$ cat config.mk
export PLATFORM = sky130hd
export DESIGN_NAME = mem_port_arbiter_rv32i
export DESIGN_NICKNAME = d
export VERILOG_FILES = /design/src/rtl/rv32i_arb_pkg.sv /design/src/rtl/mux2to1_rv32i.sv /design/src/rtl/mem_port_arbiter_rv32i.sv
export SDC_FILE = /design/constraint.sdc
export NUM_CORES = 1
export LEC_CHECK = 0
export ABC_AREA = 1
export CAP_MARGIN = 30
export CORE_MARGIN = 10
export CORE_UTILIZATION = 37
export CTS_CLUSTER_SIZE = 16
export DETAILED_ROUTE_END_ITERATION = 7
export PLACE_DENSITY = 0.88
export RECOVER_POWER = 50
export SLEW_MARGIN = 20
export SYNTH_ARGS = -nofsm -noshare
export SYNTH_HDL_FRONTEND = slang
export SYNTH_SLANG_ARGS = --single-unit
$ cat constraint.sdc
create_clock -name clk -period 3.75 [get_ports clk]
set_clock_uncertainty 0.15 [all_clocks]
set_input_delay 0.75 -clock clk [delete_from_list [all_inputs] [get_ports clk]]
set_output_delay 0.75 -clock clk [all_outputs]
set_load 0.01 [all_outputs]
$ cat src/rtl/rv32i_arb_pkg.sv
// Shared encodings and helpers for the RV32I unified memory-port arbiter.
// State codes, owner codes, default timeout and the owner-selection function.
package rv32i_arb_pkg;

  typedef enum logic [1:0] {
    ST_IDLE = 2'b00,
    ST_BUSY = 2'b01,
    ST_RESP = 2'b10
  } arb_state_e;

  localparam logic OWNER_IF = 1'b0;
  localparam logic OWNER_D  = 1'b1;

  localparam int unsigned TIMEOUT_DEFAULT = 32'd255;

  // A lone requester always wins; tie_owner only decides when both request.
  function automatic logic pick_owner(input logic if_req, input logic d_req, input logic tie_owner);
    return d_req & (~if_req | tie_owner);
  endfunction

endpackage

$ cat src/rtl/mux2to1_rv32i.sv
// Two-input word multiplexer used to steer the memory address between requesters.
module mux2to1_rv32i #(
  parameter int unsigned WIDTH = 32
) (
  input  logic [WIDTH-1:0] i_a,
  input  logic [WIDTH-1:0] i_b,
  input  logic             i_sel,
  output logic [WIDTH-1:0] o_y
);

  assign o_y = i_sel ? i_b : i_a;

endmodule

$ cat src/rtl/mem_port_arbiter_rv32i.sv
// Arbiter/sequencer sharing the single memory port between fetch and data access.
// Define ARB_ROUND_ROBIN_EN for alternating tie-break; otherwise data wins every tie.
module mem_port_arbiter_rv32i
  import rv32i_arb_pkg::*;
#(
  parameter int unsigned WIDTH   = 32,
  parameter int unsigned TIMEOUT = TIMEOUT_DEFAULT
) (
  input  logic             clk,
  input  logic             rst_n,
  input  logic             if_req,
  input  logic [WIDTH-1:0] if_addr,
  output logic             if_gnt,
  output logic             if_done,
  output logic             if_err,
  input  logic             d_req,
  input  logic             d_we,
  input  logic [WIDTH-1:0] d_addr,
  input  logic [WIDTH-1:0] d_wdata,
  input  logic [3:0]       d_wmask,
  output logic             d_gnt,
  output logic             d_done,
  output logic             d_err,
  output logic [WIDTH-1:0] rdata,
  output logic             sel,
  output logic             mem_valid,
  output logic             mem_we,
  output logic [WIDTH-1:0] mem_addr,
  output logic [WIDTH-1:0] mem_wdata,
  output logic [3:0]       mem_wmask,
  input  logic             mem_ready,
  input  logic [WIDTH-1:0] mem_rdata
);

  localparam int unsigned     CNT_W   = $clog2(TIMEOUT + 1);
  localparam logic [CNT_W-1:0] CNT_MAX = CNT_W'(TIMEOUT);

  arb_state_e       r_state, w_state_nxt;
  logic             r_sel, w_sel_nxt;
  logic [CNT_W-1:0] r_cnt, w_cnt_nxt;
  logic             r_if_gnt, w_if_gnt_nxt;
  logic             r_d_gnt, w_d_gnt_nxt;
  logic             r_if_done, w_if_done_nxt;
  logic             r_d_done, w_d_done_nxt;
  logic             r_if_err, w_if_err_nxt;
  logic             r_d_err, w_d_err_nxt;
  logic             r_mem_valid, w_mem_valid_nxt;
  logic [WIDTH-1:0] r_rdata, w_rdata_nxt;
  logic             w_tie_owner;
  logic             w_owner_store;

`ifdef ARB_ROUND_ROBIN_EN
  logic r_last_owner;

  // Remember who completed last so the next tie goes to the other side.
  always_ff @(posedge clk or negedge rst_n) begin
    if (!rst_n) begin
      r_last_owner <= OWNER_D;
    end else if (r_state == ST_RESP) begin
      r_last_owner <= r_sel;
    end else begin
      r_last_owner <= r_last_owner;
    end
  end

  assign w_tie_owner = ~r_last_owner;
`else
  assign w_tie_owner = OWNER_D;
`endif

  assign w_owner_store = (r_sel == OWNER_D) & d_we;

  // Next-state and next-output decode.
  always_comb begin
    w_state_nxt     = r_state;
    w_sel_nxt       = r_sel;
    w_cnt_nxt       = r_cnt;
    w_if_gnt_nxt    = r_if_gnt;
    w_d_gnt_nxt     = r_d_gnt;
    w_if_done_nxt   = 1'b0;
    w_d_done_nxt    = 1'b0;
    w_if_err_nxt    = 1'b0;
    w_d_err_nxt     = 1'b0;
    w_mem_valid_nxt = r_mem_valid;
    w_rdata_nxt     = r_rdata;
    case (r_state)
      ST_IDLE: begin
        if (if_req | d_req) begin
          w_sel_nxt       = pick_owner(if_req, d_req, w_tie_owner);
          w_if_gnt_nxt    = ~w_sel_nxt;
          w_d_gnt_nxt     = w_sel_nxt;
          w_mem_valid_nxt = 1'b1;
          w_state_nxt     = ST_BUSY;
        end else begin
          w_state_nxt = ST_IDLE;
        end
      end
      ST_BUSY: begin
        // A ready in the final counted cycle still completes normally.
        if (mem_ready) begin
          if (!w_owner_store) begin
            w_rdata_nxt = mem_rdata;
          end else begin
            w_rdata_nxt = r_rdata;
          end
          w_if_done_nxt   = ~r_sel;
          w_d_done_nxt    = r_sel;
          w_mem_valid_nxt = 1'b0;
          w_state_nxt     = ST_RESP;
        end else if (r_cnt == CNT_MAX) begin
          w_rdata_nxt     = {WIDTH{1'b0}};
          w_if_done_nxt   = ~r_sel;
          w_d_done_nxt    = r_sel;
          w_if_err_nxt    = ~r_sel;
          w_d_err_nxt     = r_sel;
          w_mem_valid_nxt = 1'b0;
          w_state_nxt     = ST_RESP;
        end else begin
          w_cnt_nxt = r_cnt + {{(CNT_W-1){1'b0}}, 1'b1};
        end
      end
      ST_RESP: begin
        w_cnt_nxt    = {CNT_W{1'b0}};
        w_if_gnt_nxt = 1'b0;
        w_d_gnt_nxt  = 1'b0;
        w_state_nxt  = ST_IDLE;
      end
      default: begin
        w_cnt_nxt       = {CNT_W{1'b0}};
        w_if_gnt_nxt    = 1'b0;
        w_d_gnt_nxt     = 1'b0;
        w_mem_valid_nxt = 1'b0;
        w_state_nxt     = ST_IDLE;
      end
    endcase
  end

  // FSM state register.
  always_ff @(posedge clk or negedge rst_n) begin
    if (!rst_n) begin
      r_state <= ST_IDLE;
    end else begin
      r_state <= w_state_nxt;
    end
  end

  // Registered handshake outputs, owner, timeout counter and read data.
  always_ff @(posedge clk or negedge rst_n) begin
    if (!rst_n) begin
      r_sel       <= OWNER_IF;
      r_cnt       <= {CNT_W{1'b0}};
      r_if_gnt    <= 1'b0;
      r_d_gnt     <= 1'b0;
      r_if_done   <= 1'b0;
      r_d_done    <= 1'b0;
      r_if_err    <= 1'b0;
      r_d_err     <= 1'b0;
      r_mem_valid <= 1'b0;
      r_rdata     <= {WIDTH{1'b0}};
    end else begin
      r_sel       <= w_sel_nxt;
      r_cnt       <= w_cnt_nxt;
      r_if_gnt    <= w_if_gnt_nxt;
      r_d_gnt     <= w_d_gnt_nxt;
      r_if_done   <= w_if_done_nxt;
      r_d_done    <= w_d_done_nxt;
      r_if_err    <= w_if_err_nxt;
      r_d_err     <= w_d_err_nxt;
      r_mem_valid <= w_mem_valid_nxt;
      r_rdata     <= w_rdata_nxt;
    end
  end

  mux2to1_rv32i #(.WIDTH(WIDTH)) u_addr_mux (
    .i_a   (if_addr),
    .i_b   (d_addr),
    .i_sel (r_sel),
    .o_y   (mem_addr)
  );

  assign if_gnt    = r_if_gnt;
  assign d_gnt     = r_d_gnt;
  assign if_done   = r_if_done;
  assign d_done    = r_d_done;
  assign if_err    = r_if_err;
  assign d_err     = r_d_err;
  assign sel       = r_sel;
  assign rdata     = r_rdata;
  assign mem_valid = r_mem_valid;
  assign mem_we    = r_mem_valid & r_sel & d_we;
  assign mem_wdata = d_wdata;
  assign mem_wmask = mem_we ? d_wmask : 4'b0000;

endmodule
# Word-level counts from Yosys, hierarchy flattened
# Cells that the tools add are included.
[totals] regBits=50 in_bits=138 output_inout_bits=109 word_cells=66
[classes] add_sub_neg=1 eq_ne=8 n_mux=30 bitwise_logic=9 n_reduce_logical=7
[ops] cell="32-bit 2-to-1 mux" count=4
[ops] cell="1-bit 2-to-1 mux" count=16
[ops] cell="8-bit 2-to-1 mux" count=2
[ops] cell="8-bit case mux with 2 select lines" count=1
[ops] cell="3-bit AND reduction" count=3
[ops] cell="8-bit by 1-bit adder with 8-bit output, second input constant" count=1
[ops] cell="8-bit equality test, second input constant" count=1
[ops] cell="2-bit inequality test, second input constant" count=4
[ops] cell="1-bit NOT" count=5
[ops] cell="2-bit 2-to-1 mux" count=2
[ops] cell="4-bit 2-to-1 mux" count=1
[ops] cell="1-bit case mux with 2 select lines" count=2
[ops] cell="2-bit case mux with 2 select lines" count=1
[ops] cell="2-bit AND reduction" count=2
[ops] cell="1-bit bitwise AND" count=3
[ops] cell="3-bit inequality test, second input constant" count=1
[ops] cell="1-bit case mux with 3 select lines" count=1
[ops] cell="2-bit by 1-bit equality test with 1-bit output, second input constant" count=1
[ops] cell="2-bit equality test, second input constant" count=1
[ops] cell="2-bit zero test" count=1
[ops] cell="2-bit nonzero test" count=1
[ops] cell="1-bit OR" count=1

# Longest topological paths before layout
[logic_depth] word_depth=4 ltp_mapped=9 ltp_nobuf=8

# By module
# A second synthesis with hierarchy kept.
[unflattened] hier_cells=465 hier_area_um2=3264.4
[modules_own_cells] module="mem_port_arbiter_rv32i" instances=1 cells_per_inst=361 area_per_inst_um2=2772.7 seq_area_each_um2=1251.2
[modules_own_cells] module="mux2to1_rv32i" instances=1 cells_per_inst=104 area_per_inst_um2=491.7 seq_area_each_um2=0.0

# Worst setup path before layout
# No wires, ideal clock.
[synth_path] kind="flip-flop to output port" startpoint="reg r_sel (netlist: sel)" endpoint="out mem_addr[0]" arrival_ps=1122 required_time_ps=2850 path_slack_ps=1728 stages_incl_launch_ff=6 path_buffers=2 cell_sequence="dfrtp_1 buf_2 clkinv_1 clkbuf_1 nand2_1 nand2_1"
[synth_between] elab_chain_len=1
[synth_rtl] item="start: declaration" line_no="mem_port_arbiter_rv32i.sv:39" source="logic r_sel, w_sel_nxt;"
[synth_rtl] item="start signal: assignment" line_no="mem_port_arbiter_rv32i.sv:161" source="r_sel <= w_sel_nxt;"
[synth_rtl] item="32-bit 2-to-1 mux" line_no="mux2to1_rv32i.sv:11" source="assign o_y = i_sel ? i_b : i_a;"
[synth_rtl] item="end: declaration" line_no="mem_port_arbiter_rv32i.sv:28" source="output logic [WIDTH-1:0] mem_addr,"
# No other way between the ends.

# Worst setup path in the final report
[layout_path] startpoint="in d_we" endpoint="out mem_wmask[3]"
[layout_between] elab_chain_len=2
[layout_rtl] item="start: declaration" line_no="mem_port_arbiter_rv32i.sv:17" source="input logic d_we,"
[layout_rtl] item="1-bit bitwise AND" line_no="mem_port_arbiter_rv32i.sv:190" source="assign mem_we = r_mem_valid & r_sel & d_we;"
[layout_rtl] item="4-bit 2-to-1 mux" line_no="mem_port_arbiter_rv32i.sv:192" source="assign mem_wmask = mem_we ? d_wmask : 4'b0000;"
[layout_rtl] item="end: declaration" line_no="mem_port_arbiter_rv32i.sv:30" source="output logic [3:0] mem_wmask,"
# No other way between the ends.

==> results.md <==
Clock network:
- The clock tree root buffer cell is clkbuf_8.
- The clock sink total is 50.
- Counting along the longest clock path gives a buffer depth of 2.
- After clock tree synthesis, the clock-pin slew on the worst setup and hold paths is 0.09 ns.
- The H-tree was split into 2 levels.
- For the worst-skew pair, the clock arrives at the later sink with an insertion delay of 0.30 ns.
- The number of hold buffers added after CTS is 0.
- The number of clock buffers inserted by TritonCTS is 5.
- Post-CTS repair changed the size of 0 cells.
- The TritonCTS clock tree is yes.
- Post-CTS timing repair inserted 0 buffers for setup.

Min path:
- In this run the worst hold path is classified as register to register.

Floorplanning:
- 247 I/O pins were placed.
- The vertical die dimension is 112.6 um.
- The count of standard-cell rows is 33.
- In this run the standard cell core region covers 8299 um^2.
- For this configuration, the core starts out at a cell density of 38.23%.
- The die area is 12680 um^2.
- The floorplan step set the die width to 112.6 um.

Timing:
- Setup total negative slack on the finished layout was measured at 0 ns.
- The transition time at the pin with the least slew margin is 1.735 ns.
- The final worst-path setup slack is 0.6886 ns.
- The count of final setup violators is 0.
- In this run the tightest slew margin relative to its limit is -15.65%.
- The shortest period the worst path allows is 3.061 ns.
- The ratio of final minimum period to clock period is 81.64%.
- The final-report max-slew violation count is 34.
- Setup repair after global routing left no endpoint under its margin.
- Derived from the worst setup path, the maximum achievable clock frequency is 326.6 MHz.
- The final number of hold-violating endpoints is 0.
- The final hold slack is 0.3219 ns.

Placement:
- Once placement finished, the instance area stood at 4798 um^2.
- Routability-driven placement finished with a final weighted congestion of 0.8738.
- Counting tap cells, the placed design contains a total of 694 instances.
- Summed over all nets, the half-perimeter wirelength after detailed placement is 9906 um.
- The post-placement worst setup slack is 0.6701 ns.
- During placement, the flow inserted port buffers numbering 182.

Setup path:
- STA puts the critical path data required time at 2.85 ns.
- Of all nets on the critical path, the largest fanout is 5.
- The worst setup path is captured at an output pin.
- Traced cell by cell, the critical path runs through clkdlybuf4s50_1, nand3_1, nor2_1, clkdlybuf4s50_1.
- The longest individual stage delay on the worst path is 0.58 ns.
- The worst setup path is launched from an input pin.
- The most prevalent standard cell on the critical path is clkdlybuf4s50_1.
- Together, buffers and inverters on the worst path number 2.
- Among all stages on the critical path, the largest delay is contributed by clkdlybuf4s50_1.
- The critical path start-end classification is input pin to output pin.
- The cell family contributing the most delay on the critical path is buffers and inverters.
- Data on the critical path arrives at its endpoint at 2.16 ns.

Finish:
- The final net count is 735.
- The cell area after layout is 4896 um^2.
- The count of fill cells added during filler insertion is 757.
- The final core area utilization is 58.99%.
- The non-filler instance count after layout is 702.
- The fraction of layout cells with a size suffix above 1 is 5.201%.
- From synthesis to final layout, the design area changed by 54.30%.
- The library cells used most frequently in the layout, excluding fill and tap cells, are 204 x nand2_1, 163 x clkdlybuf4s50_1, 50 x dfrtp_1, 46 x inv_1, 32 x nand4_1.
- The most common cell after layout, fill and taps aside is nand2_1.

Global route:
- The number of antenna violations at the first check in global routing is 1.
- The leftover overflow at the end of global routing is 0.
- The first global-routing pass estimated 18330 um of wire.
- Global routing used 17.52% of the available tracks.
- The pin count of the biggest net entering global routing is 39.
- The via count of the first global-routing pass came to 3542.

Job:
- The reported max-cap violation count is 1.

Power:
- For this design the static power due to leakage is 2.567 nW.
- The largest vdd supply drop is 0.3052 mV.
- In this run the power density over the cells is 593.6 nW/um^2.
- The completed layout was analyzed and its total power is 2.906 mW.

Logic synthesis:
- The sequential-to-total area share from yosys stat is 39.43%.
- After synthesis the cells add up to 3173 um^2.
- For this run, the number of Yosys warnings is 0.
- The distinct cell type count after synthesis is 27.
- The register bit total from synthesis is 50.
- Synthesis handed over a netlist of 458 instances.
- Synthesis produced a netlist with a net count of 597.
- Each instance of the synthesized netlist takes up on average 6.928 um^2.

Detailed routing:
- For this block, the via count after detailed routing is 3401.
- The routed length on met2 is 6122 um.
- The total wirelength of the detailed-routed design is 11900 um.
- The first detailed-routing pass ran for 4 iterations.
- The antenna violation net count after detailed routing is 0.
- The met3 layer wire length in the routed design is 1444 um.
- The routed wire length per instance is 16.95 um.
- The detailed router used layers up to and including met4.
- After the first detailed-routing iteration, the DRC count stood at 183.
- After detailed routing, the number of remaining DRC violations is 0.
- The via density per instance is 4.845.
- For this block, wires on met1 add up to 4017 um.

Status:
- The flow ran to the end, but the final reports show violations.
- The final reports fail on capacitance limit, slew limit.
## state kept, by name, summed over array words and instances, names as in the netlist
signal	cells
mem_valid	1
d_done	1
d_err	1
if_gnt	1
sel	1
if_err	1
if_done	1
rdata	32
d_gnt	1
r_state	2
r_cnt	8
## final cells by class
type | count | area (um^2) | area share, %
multi-input cells | 303 | 1365 | 27.88
diodes | 1 | 2.502 | 0.05111
repair buffers | 187 | 1849 | 37.77
well taps | 105 | 131.4 | 2.683
inverters | 49 | 183.9 | 3.757
flip-flops and latches | 50 | 1251 | 25.56
clock buffers | 6 | 82.58 | 1.687
clock inverters | 1 | 30.03 | 0.6133
## synth_stat cells
cell type,instances,area share [%]
xnor2_1,1,0.28
o21bai_1,1,0.24
ha_1,1,0.39
nand3_2,1,0.32
inv_2,2,0.24
dfrtp_1,50,39
buf_4,35,8.3
o22ai_1,2,0.39
inv_1,46,5.4
clkbuf_1,7,0.83
nor4_1,2,0.39
buf_1,4,0.47
nand2_2,12,2.4
clkinv_1,1,0.12
nor3_1,2,0.32
nand4_1,32,6.3
xor2_1,1,0.28
a21oi_1,3,0.47
o21ai_0,7,1.1
buf_6,3,1.1
nand2_1,204,24
nand3_1,16,2.5
nand2_4,2,0.71
nor2_4,2,0.71
nor2_1,13,1.5
nand3_4,1,0.55
buf_2,7,1.1
## kinds of logic (layout without fill, tap and decap cells)
family / Yosys count / count (layout) / synth area share, %
xor+xnor: 2 / 2 / 0.5522
other cells: 0 / 1 / 0
flops: 50 / 50 / 39.43
buf+inv: 105 / 243 / 17.55
fa+ha+maj: 1 / 1 / 0.3943
compound gates: 13 / 13 / 2.208
simple gates: 287 / 287 / 39.87
## per-layer routing
layer	vias up	GRT usage, %
met5	-	0
met4	0	6.345
met3	14	8.786
met2	177	31.99
met1	1550	16.37
li1	1660	-
## where the power goes
part | internal (mW) | switching, mW
Combinational | 0.802 | 0.843
Clock | 0.214 | 0.176
Sequential | 0.735 | 0.137
Total | 1.75 | 1.16
## tightest hold or removal path: cells and delay by family (launching register included)
kind             cells  cell delay (ns)
AND/OR/NAND/NOR      2             0.09
flip-flops           1             0.35
## final timing paths
kind | from | endpoint | slack, ns | cells after the start
max reg2reg | r_state[1] | rdata[7] | 1.28 | 6
min | rdata[30] | rdata[30] | 0.32 | 2
max | d_we | mem_wmask[3] | 0.69 | 4
min reg2reg | rdata[30] | rdata[30] | 0.32 | 2
min in group asynchronous | rst_n | r_cnt[4] | 0.42 | 1
max in group asynchronous | rst_n | rdata[28] | 0.91 | 2
No activity file was read; power rests on OpenSTA's default activity.
